File: config.mk
export PLATFORM = sky130hd
export DESIGN_NAME = vga_line_prefetch_flat
export DESIGN_NICKNAME = d
export VERILOG_FILES = /design/src/rtl/vga_line_prefetch_if.sv /design/src/rtl/vga_line_prefetch.sv /design/src/flat_wrapper.sv
export SDC_FILE = /design/constraint.sdc
export NUM_CORES = 2
export LEC_CHECK = 0
export BUFFER_PORTS_ARGS = -buffer_cell sky130_fd_sc_hd__clkbuf_2
export CAP_MARGIN = 0
export CORE_UTILIZATION = 55
export CTS_CLUSTER_DIAMETER = 150
export DETAILED_ROUTE_END_ITERATION = 7
export HOLD_SLACK_MARGIN = 0.1
export PLACE_DENSITY = 0.73
export SYNTH_ARGS = -nofsm -noshare
export SYNTH_HDL_FRONTEND = slang
export SYNTH_SLANG_ARGS = --single-unit
File: constraint.sdc
create_clock -name clk -period 3.2 [get_ports clk]
set_input_delay 0.32 -clock clk [delete_from_list [all_inputs] [get_ports clk]]
set_output_delay 0.32 -clock clk [all_outputs]
set_load 0.01 [all_outputs]
File: src/rtl/vga_line_prefetch_if.sv
// Memory-controller command and read-FIFO port used by vga_line_prefetch.
// master = the prefetcher, slave = the memory controller side.
interface vga_line_prefetch_if;
  logic        mem_cmd_en;
  logic [2:0]  mem_cmd_instr;
  logic [5:0]  mem_cmd_bl;
  logic [29:0] mem_cmd_byte_addr;
  logic        mem_cmd_full;
  logic        mem_rd_en;
  logic [31:0] mem_rd_data;
  logic        mem_rd_empty;
  logic        mem_rd_error;

  modport master (
    output mem_cmd_en, mem_cmd_instr, mem_cmd_bl, mem_cmd_byte_addr, mem_rd_en,
    input  mem_cmd_full, mem_rd_data, mem_rd_empty, mem_rd_error
  );

  modport slave (
    input  mem_cmd_en, mem_cmd_instr, mem_cmd_bl, mem_cmd_byte_addr, mem_rd_en,
    output mem_cmd_full, mem_rd_data, mem_rd_empty, mem_rd_error
  );
endinterface

File: src/rtl/vga_line_prefetch.sv
// Row prefetcher: fetches one 256-byte framebuffer row per screen line into a two-bank line RAM.
// Define VGA_PREFETCH_ERR_EN to honour mem_rd_error (sticky fetch_err plus an ERROR drain state).
module vga_line_prefetch #(
  parameter logic [29:0] BASE_ADDR = 30'h0000_0000,
  parameter int unsigned ROWS      = 192
) (
  input  logic       clk,
  input  logic       rst,
  input  logic       calib_done,
  input  logic       frame_start,
  input  logic       line_advance,
  input  logic [7:0] rd_x,
  output logic [7:0] rd_rgb,
  output logic       underrun,
  output logic       fetch_err,
  vga_line_prefetch_if.master mem
);
  typedef enum logic [2:0] {IDLE, ISSUE, DRAIN, READY, ERROR} state_t;

  state_t      state, state_next;
  logic        front;
  logic        back;
  logic [1:0]  bank_valid;
  logic [7:0]  row;
  logic [7:0]  next_row;
  logic        burst;
  logic [4:0]  word_cnt;
  logic        discard;
  logic [29:0] row_addr;
  logic [31:0] line_ram [0:127];
  logic [31:0] rd_word;

  logic issue, rd_fire, last_word, rd_err;
  logic swap_ready, late_evt, fetch_done, late_swap;

  assign back     = ~front;
  assign next_row = (row == 8'(ROWS - 1)) ? 8'd0 : row + 8'd1;
  assign row_addr = BASE_ADDR + {14'd0, row, 8'd0} + {22'd0, burst, 7'd0};

`ifdef VGA_PREFETCH_ERR_EN
  assign rd_err = (state == DRAIN) && mem.mem_rd_error;
`else
  logic unused_rd_error;
  assign unused_rd_error = mem.mem_rd_error;
  assign rd_err          = 1'b0;
`endif

  assign issue      = (state == ISSUE) && calib_done && !mem.mem_cmd_full;
  assign rd_fire    = ((state == DRAIN) || (state == ERROR)) && !mem.mem_rd_empty;
  assign last_word  = (state == DRAIN) && rd_fire && (word_cnt == 5'd31) && !rd_err;
  assign swap_ready = line_advance && !frame_start && (state == READY);
  assign late_evt   = line_advance && !frame_start && (state != READY);
  assign fetch_done = last_word && burst && !discard && !frame_start;
  // A row that completes while nothing valid is on screen goes straight to the front.
  assign late_swap  = fetch_done && (!bank_valid[front] || late_evt);

  assign mem.mem_cmd_en        = issue;
  assign mem.mem_cmd_instr     = issue ? 3'b001 : 3'b000;
  assign mem.mem_cmd_bl        = issue ? 6'd31 : 6'd0;
  assign mem.mem_cmd_byte_addr = issue ? row_addr : 30'd0;
  assign mem.mem_rd_en         = rd_fire;

  always_ff @(posedge clk or posedge rst) begin
    if (rst) state <= IDLE;
    else     state <= state_next;
  end

  always_comb begin
    state_next = state;
    unique case (state)
      IDLE:  if (!frame_start && calib_done && !bank_valid[back]) state_next = ISSUE;
      ISSUE: begin
        if (issue)            state_next = DRAIN;
        else if (frame_start) state_next = IDLE;
      end
      DRAIN: begin
        if (rd_err) state_next = ERROR;
        else if (last_word) begin
          if (discard || frame_start) state_next = IDLE;
          else if (!burst)            state_next = ISSUE;
          else if (late_swap)         state_next = IDLE;
          else                        state_next = READY;
        end
      end
      READY: if (frame_start || swap_ready) state_next = IDLE;
      ERROR: if (frame_start) state_next = IDLE;
      default: state_next = IDLE;
    endcase
  end

  // A burst already issued must drain fully; discard marks it so its data never becomes visible.
  always_ff @(posedge clk or posedge rst) begin
    if (rst) begin
      front      <= 1'b0;
      bank_valid <= 2'b00;
      row        <= 8'd0;
      burst      <= 1'b0;
      word_cnt   <= 5'd0;
      discard    <= 1'b0;
      underrun   <= 1'b0;
    end else begin
      discard <= (state_next == DRAIN) && (discard || frame_start);
      if (state != DRAIN) word_cnt <= 5'd0;
      else if (rd_fire)   word_cnt <= word_cnt + 5'd1;
      if (last_word && (state_next == ISSUE))              burst <= 1'b1;
      else if ((state_next != ISSUE) && (state_next != DRAIN)) burst <= 1'b0;
      if (frame_start) begin
        underrun   <= 1'b0;
        bank_valid <= 2'b00;
        row        <= 8'd0;
      end else begin
        if (late_evt) begin
          underrun          <= 1'b1;
          bank_valid[front] <= 1'b0;
        end
        if (rd_err) bank_valid[back] <= 1'b0;
        if (swap_ready) begin
          front             <= back;
          bank_valid[front] <= 1'b0;
          row               <= next_row;
        end else if (fetch_done) begin
          bank_valid[back] <= 1'b1;
          if (late_swap) begin
            front             <= back;
            bank_valid[front] <= 1'b0;
            row               <= next_row;
          end
        end
      end
    end
  end

`ifdef VGA_PREFETCH_ERR_EN
  always_ff @(posedge clk or posedge rst) begin
    if (rst)              fetch_err <= 1'b0;
    else if (rd_err)      fetch_err <= 1'b1;
    else if (frame_start) fetch_err <= 1'b0;
  end
`else
  assign fetch_err = 1'b0;
`endif

  always_ff @(posedge clk) begin
    if ((state == DRAIN) && rd_fire) line_ram[{back, burst, word_cnt}] <= mem.mem_rd_data;
  end

  // Pixel x lives in word x[7:2], little-endian byte x[1:0].
  assign rd_word = line_ram[{front, rd_x[7:2]}];

  always_ff @(posedge clk or posedge rst) begin
    if (rst) rd_rgb <= 8'h00;
    else     rd_rgb <= bank_valid[front] ? rd_word[{rd_x[1:0], 3'b000} +: 8] : 8'h00;
  end
endmodule

File: src/flat_wrapper.sv
// flat-port wrapper written by rule: the top's interface ports become plain ports
module vga_line_prefetch_flat 
#(
  parameter logic [29:0] BASE_ADDR = 30'h0000_0000,
  parameter int unsigned ROWS      = 192
)
  (clk, rst, calib_done, frame_start, line_advance, rd_x, rd_rgb, underrun, fetch_err, mem_mem_cmd_en, mem_mem_cmd_instr, mem_mem_cmd_bl, mem_mem_cmd_byte_addr, mem_mem_rd_en, mem_mem_cmd_full, mem_mem_rd_data, mem_mem_rd_empty, mem_mem_rd_error);
  vga_line_prefetch_if mem_i ();
  input  logic clk;
  input  logic rst;
  input  logic calib_done;
  input  logic frame_start;
  input  logic line_advance;
  input  logic [7:0] rd_x;
  output logic [7:0] rd_rgb;
  output logic underrun;
  output logic fetch_err;
  output wire logic [$bits(mem_i.mem_cmd_en)-1:0] mem_mem_cmd_en;
  output wire logic [$bits(mem_i.mem_cmd_instr)-1:0] mem_mem_cmd_instr;
  output wire logic [$bits(mem_i.mem_cmd_bl)-1:0] mem_mem_cmd_bl;
  output wire logic [$bits(mem_i.mem_cmd_byte_addr)-1:0] mem_mem_cmd_byte_addr;
  output wire logic [$bits(mem_i.mem_rd_en)-1:0] mem_mem_rd_en;
  input wire logic [$bits(mem_i.mem_cmd_full)-1:0] mem_mem_cmd_full;
  input wire logic [$bits(mem_i.mem_rd_data)-1:0] mem_mem_rd_data;
  input wire logic [$bits(mem_i.mem_rd_empty)-1:0] mem_mem_rd_empty;
  input wire logic [$bits(mem_i.mem_rd_error)-1:0] mem_mem_rd_error;
  assign mem_mem_cmd_en = mem_i.mem_cmd_en;
  assign mem_mem_cmd_instr = mem_i.mem_cmd_instr;
  assign mem_mem_cmd_bl = mem_i.mem_cmd_bl;
  assign mem_mem_cmd_byte_addr = mem_i.mem_cmd_byte_addr;
  assign mem_mem_rd_en = mem_i.mem_rd_en;
  assign mem_i.mem_cmd_full = mem_mem_cmd_full;
  assign mem_i.mem_rd_data = mem_mem_rd_data;
  assign mem_i.mem_rd_empty = mem_mem_rd_empty;
  assign mem_i.mem_rd_error = mem_mem_rd_error;
  vga_line_prefetch #(.BASE_ADDR(BASE_ADDR), .ROWS(ROWS)) u_core (.clk(clk), .rst(rst), .calib_done(calib_done), .frame_start(frame_start), .line_advance(line_advance), .rd_x(rd_x), .rd_rgb(rd_rgb), .underrun(underrun), .fetch_err(fetch_err), .mem(mem_i));
endmodule
==> impl_metrics.yaml <==
clock_tree:
  numCtsBuffers: 396
  cts_max_level: 5
  clk_latency_ps: 950
  cts_tree: "done"
  cts_sinks: 4126
  path_clk_slew_ps: 60
  cts_root_buf: "clkbuf_16"
  clockBufferDepth: 4
sta:
  maxSlewViolCount: 0
  tns_ps: 0
  fin_crit_sh_pct: 98.7
  slew_headroom_pct: 17.0
  worstMarginPinSlew_ps: 1240
  rsz0062_at_grt: "false"
  setup_viol: 0
  max_freq_mhz: 317
  period_minus_slack_ps: 3160
  hold_viol: 0
  finalClockSkew_ps: 44.1
synth:
  yosysMostFrequentCell: "edfxtp_1"
  synth_ff_type: "edfxtp_1"
  synth-edff-count: 4096
  synth_top_area_share_pct: 77.1
  yosysUniqueCellTypes: 76
  synth-warning-count: 0
  netlist_area_um2: 159000
  synthArstFlopShare_pct: 0.727
  ys_ff_latch: 4126
  syn_inst: 7220
  synth_area_leaders: "edfxtp_1, mux4_2, mux2i_1"
  avgSynthCellArea_um2: 22.1
  yosys.area.top_type: "edfxtp_1"
  ys_seq_area_share_pct: 77.6
  synth_common_cells: "edfxtp_1, mux4_2, mux2i_1, nor2_1, o221ai_1"
die:
  die_w_um: 541
  die_h_um: 541
  io_pins: 99
  initial_core_util_pct: 55.4
  fp.dieArea_um2: 292000
  rows: 197
  fp.coreArea_um2: 288000
placed_design:
  port_buffers: 72
  dp_cells: 11496
  gp_congestion: 0.924
  dpl.hpwl_mm: 255
worst_setup_path:
  cp_top_family: "compound AO/OA/AOI/OAI gates"
  reg2reg_from: "u_core.front$_DFFE_PP0P_"
  crit_fanout: 9
  r2r_slack_ps: 40
  cp.buffers_inverters: 2
  cp.depth: 7
  endpoint_kind: "register"
  rr_worst_depth: 7
  cpMostUsedCell: "buf_4"
  cp.required_ps: 3980
  crit_end: "u_core.rd_rgb[2]$_DFF_PP0_"
  path_cells: "buf_4, nor3_1, a311oi_1, buf_4, a211o_1, a41oi_1, o221ai_1"
  cp.arrival_ps: 3940
  crit_start: "u_core.front$_DFFE_PP0P_"
  cpMaxStageDelayCell: "nor3_1"
  cp_slowest_stage_delay_ps: 900
  r2r-end: "u_core.rd_rgb[2]$_DFF_PP0_"
  path_class: "reg2reg"
  start_kind: "register"
grt:
  grt_max_degree: 129
  grt_first_pass_wirelength_mm: 616
  antenna_found_initial: 21
  grtUsageTotal_pct: 30.0
  grt_overflow: 0
  grt_pass1_vias: 83649
power_and_ir_drop:
  finalPower_uw: 113000
  p_per_area_nw_per_um2: 609
  p_leak_uw: 0.0597
  peakVddDrop_v: 0.000565
final_layout:
  fin_cells: 12265
  final_layout_size_suffix_gt1_share_pct: 30.4
  area_delta_synth_final_pct: 16.4
  final_nets: 8205
  num-fill-cells: 18017
routing:
  viasPerCell: 6.82
  postRouteAntennaNets: 0
  wl_per_cell_um: 35.9
  drt_first_pass_iters: 6
  drt_iter0_drc: 13517
  routed_wl_mm: 440
  drc_errors: 0
  via_count: 83612
status:
  status: "complete, no violations"
hold_path:
  min_path_type: "in2reg"
job:
  maxCapViolCount: 0
[metal layers]
layer	vias up	track usage, %	wire, um
met3	1043	6.35	53500
met5	-	0	36
met1	43659	40.3	154000
met2	6357	47.4	209000
met4	4	13.8	22900
li1	32549	-	-
[per-stage QoR]
step / setup slack (ps) / cell area [um2] / util [%] / hold slack [ps]
4_1_cts: 27.2 / 186000 / 64.4 / 126
3_5_place_dp: -1150 / 172000 / 59.8 / 496
5_1_grt: 13.8 / 186000 / 64.4 / 176
6_report: 40.9 / 186000 / 64.4 / 158
3_3_place_gp: -1210 / 172000 / 59.8 / 484
2_1_floorplan: -121 / 160000 / - / 411
[worst reg2reg max path: cells and delay by family (launching register included)]
family	cells	cell delay, ps
simple gates	1	910
flops	1	600
compound gates	4	1040
buf+inv	2	480
[cells by family (layout without fill, tap and decap cells)]
| family | count (synthesis) | after routing | share of synthesized area [%] |
|---|---|---|---|
| XOR/XNOR | 7 | 7 | 0.0384 |
| multiplexers | 1328 | 1328 | 15.5 |
| buffers and inverters | 458 | 1694 | 1.96 |
| AO/OA/AOI/OAI | 723 | 723 | 3.25 |
| flip-flops | 4126 | 4126 | 77.6 |
| other | 1 | 29 | 0.00235 |
| AND/OR/NAND/NOR | 574 | 574 | 1.66 |
| adder cells (fa/ha/maj) | 3 | 3 | 0.0235 |
[repair_timing]
item / in CTS / in global routing
endpoints found under the setup margin: 4 / 2
gates resized for setup: 11 / 2
gates cloned: 0 / 0
hold endpoints to repair: 1461 / 0
hold buffers: 40 / 0
buffers inserted: 1 / 0
[where the power goes]
part           internal (uW)  switching, uW
Clock                  26600          19800
Combinational           2560           4370
Sequential             59500            101
[how the worst min path moves through the flow]
stage,endpoint,start,depth (start not counted),slack (ps)
4_1_cts,u_core.line_ram[96][27]$_DFFE_PP_,mem_mem_rd_data[27],2,130
3_3_place_gp,u_core.underrun$_DFFE_PP0P_,u_core.underrun$_DFFE_PP0P_,2,480
3_5_place_dp,u_core.underrun$_DFFE_PP0P_,u_core.underrun$_DFFE_PP0P_,2,500
2_1_floorplan,u_core.bank_valid[0]$_DFF_PP0_,rst,1,410
6_report,u_core.line_ram[101][27]$_DFFE_PP_,mem_mem_rd_data[27],2,160
5_1_grt,u_core.line_ram[101][27]$_DFFE_PP_,mem_mem_rd_data[27],2,180
[cells in the final DEF, fill, tap and decap left out, types with 10 or more instances in the layout]
master	n
edfxtp_1	4096
mux4_2	877
buf_4	626
clkbuf_16	408
mux2i_1	393
buf_12	255
o221ai_1	151
nor2_4	129
nand2_1	125
a21oi_1	123
nor2_1	99
o21ai_0	97
clkinv_2	95
clkbuf_1	77
clkinv_1	75
o22ai_1	62
nand3_1	55
a22oi_1	53
dlygate4sd3_1	40
bufinv_16	39
nor3_1	36
mux2_2	35
clkbuf_2	34
a221oi_1	30
dfrtp_1	29
a211o_1	26
a22o_1	26
o31ai_1	25
conb_1	25
a211oi_1	24
mux4_1	23
nor2b_1	21
nand4_1	16
a31oi_1	15
o2111ai_1	12
nand2b_1	11
and2_1	10
a2111oi_0	10
[final cells by class]
class / instances / area, um2 / area share [%]
Multi-Input combinational cell: 2660 / 33800 / 18.2
Timing Repair Buffer: 958 / 10400 / 5.61
Clock inverter: 234 / 2230 / 1.20
Tap cell: 3781 / 4730 / 2.55
Antenna cell: 4 / 10.0 / 0.00539
Inverter: 12 / 55.1 / 0.0297
Clock buffer: 490 / 10600 / 5.69
Sequential cell: 4126 / 124000 / 66.7
[state kept, by name, indices dropped and copies added, names as in the netlist]
register           cells
u_core.line_ram     4096
u_core.rd_rgb          8
u_core.row             8
u_core.word_cnt        5
u_core.state           3
u_core.bank_valid      2
u_core.burst           1
u_core.discard         1
u_core.front           1
u_core.underrun        1
No activity file was read; power rests on OpenSTA's default activity.
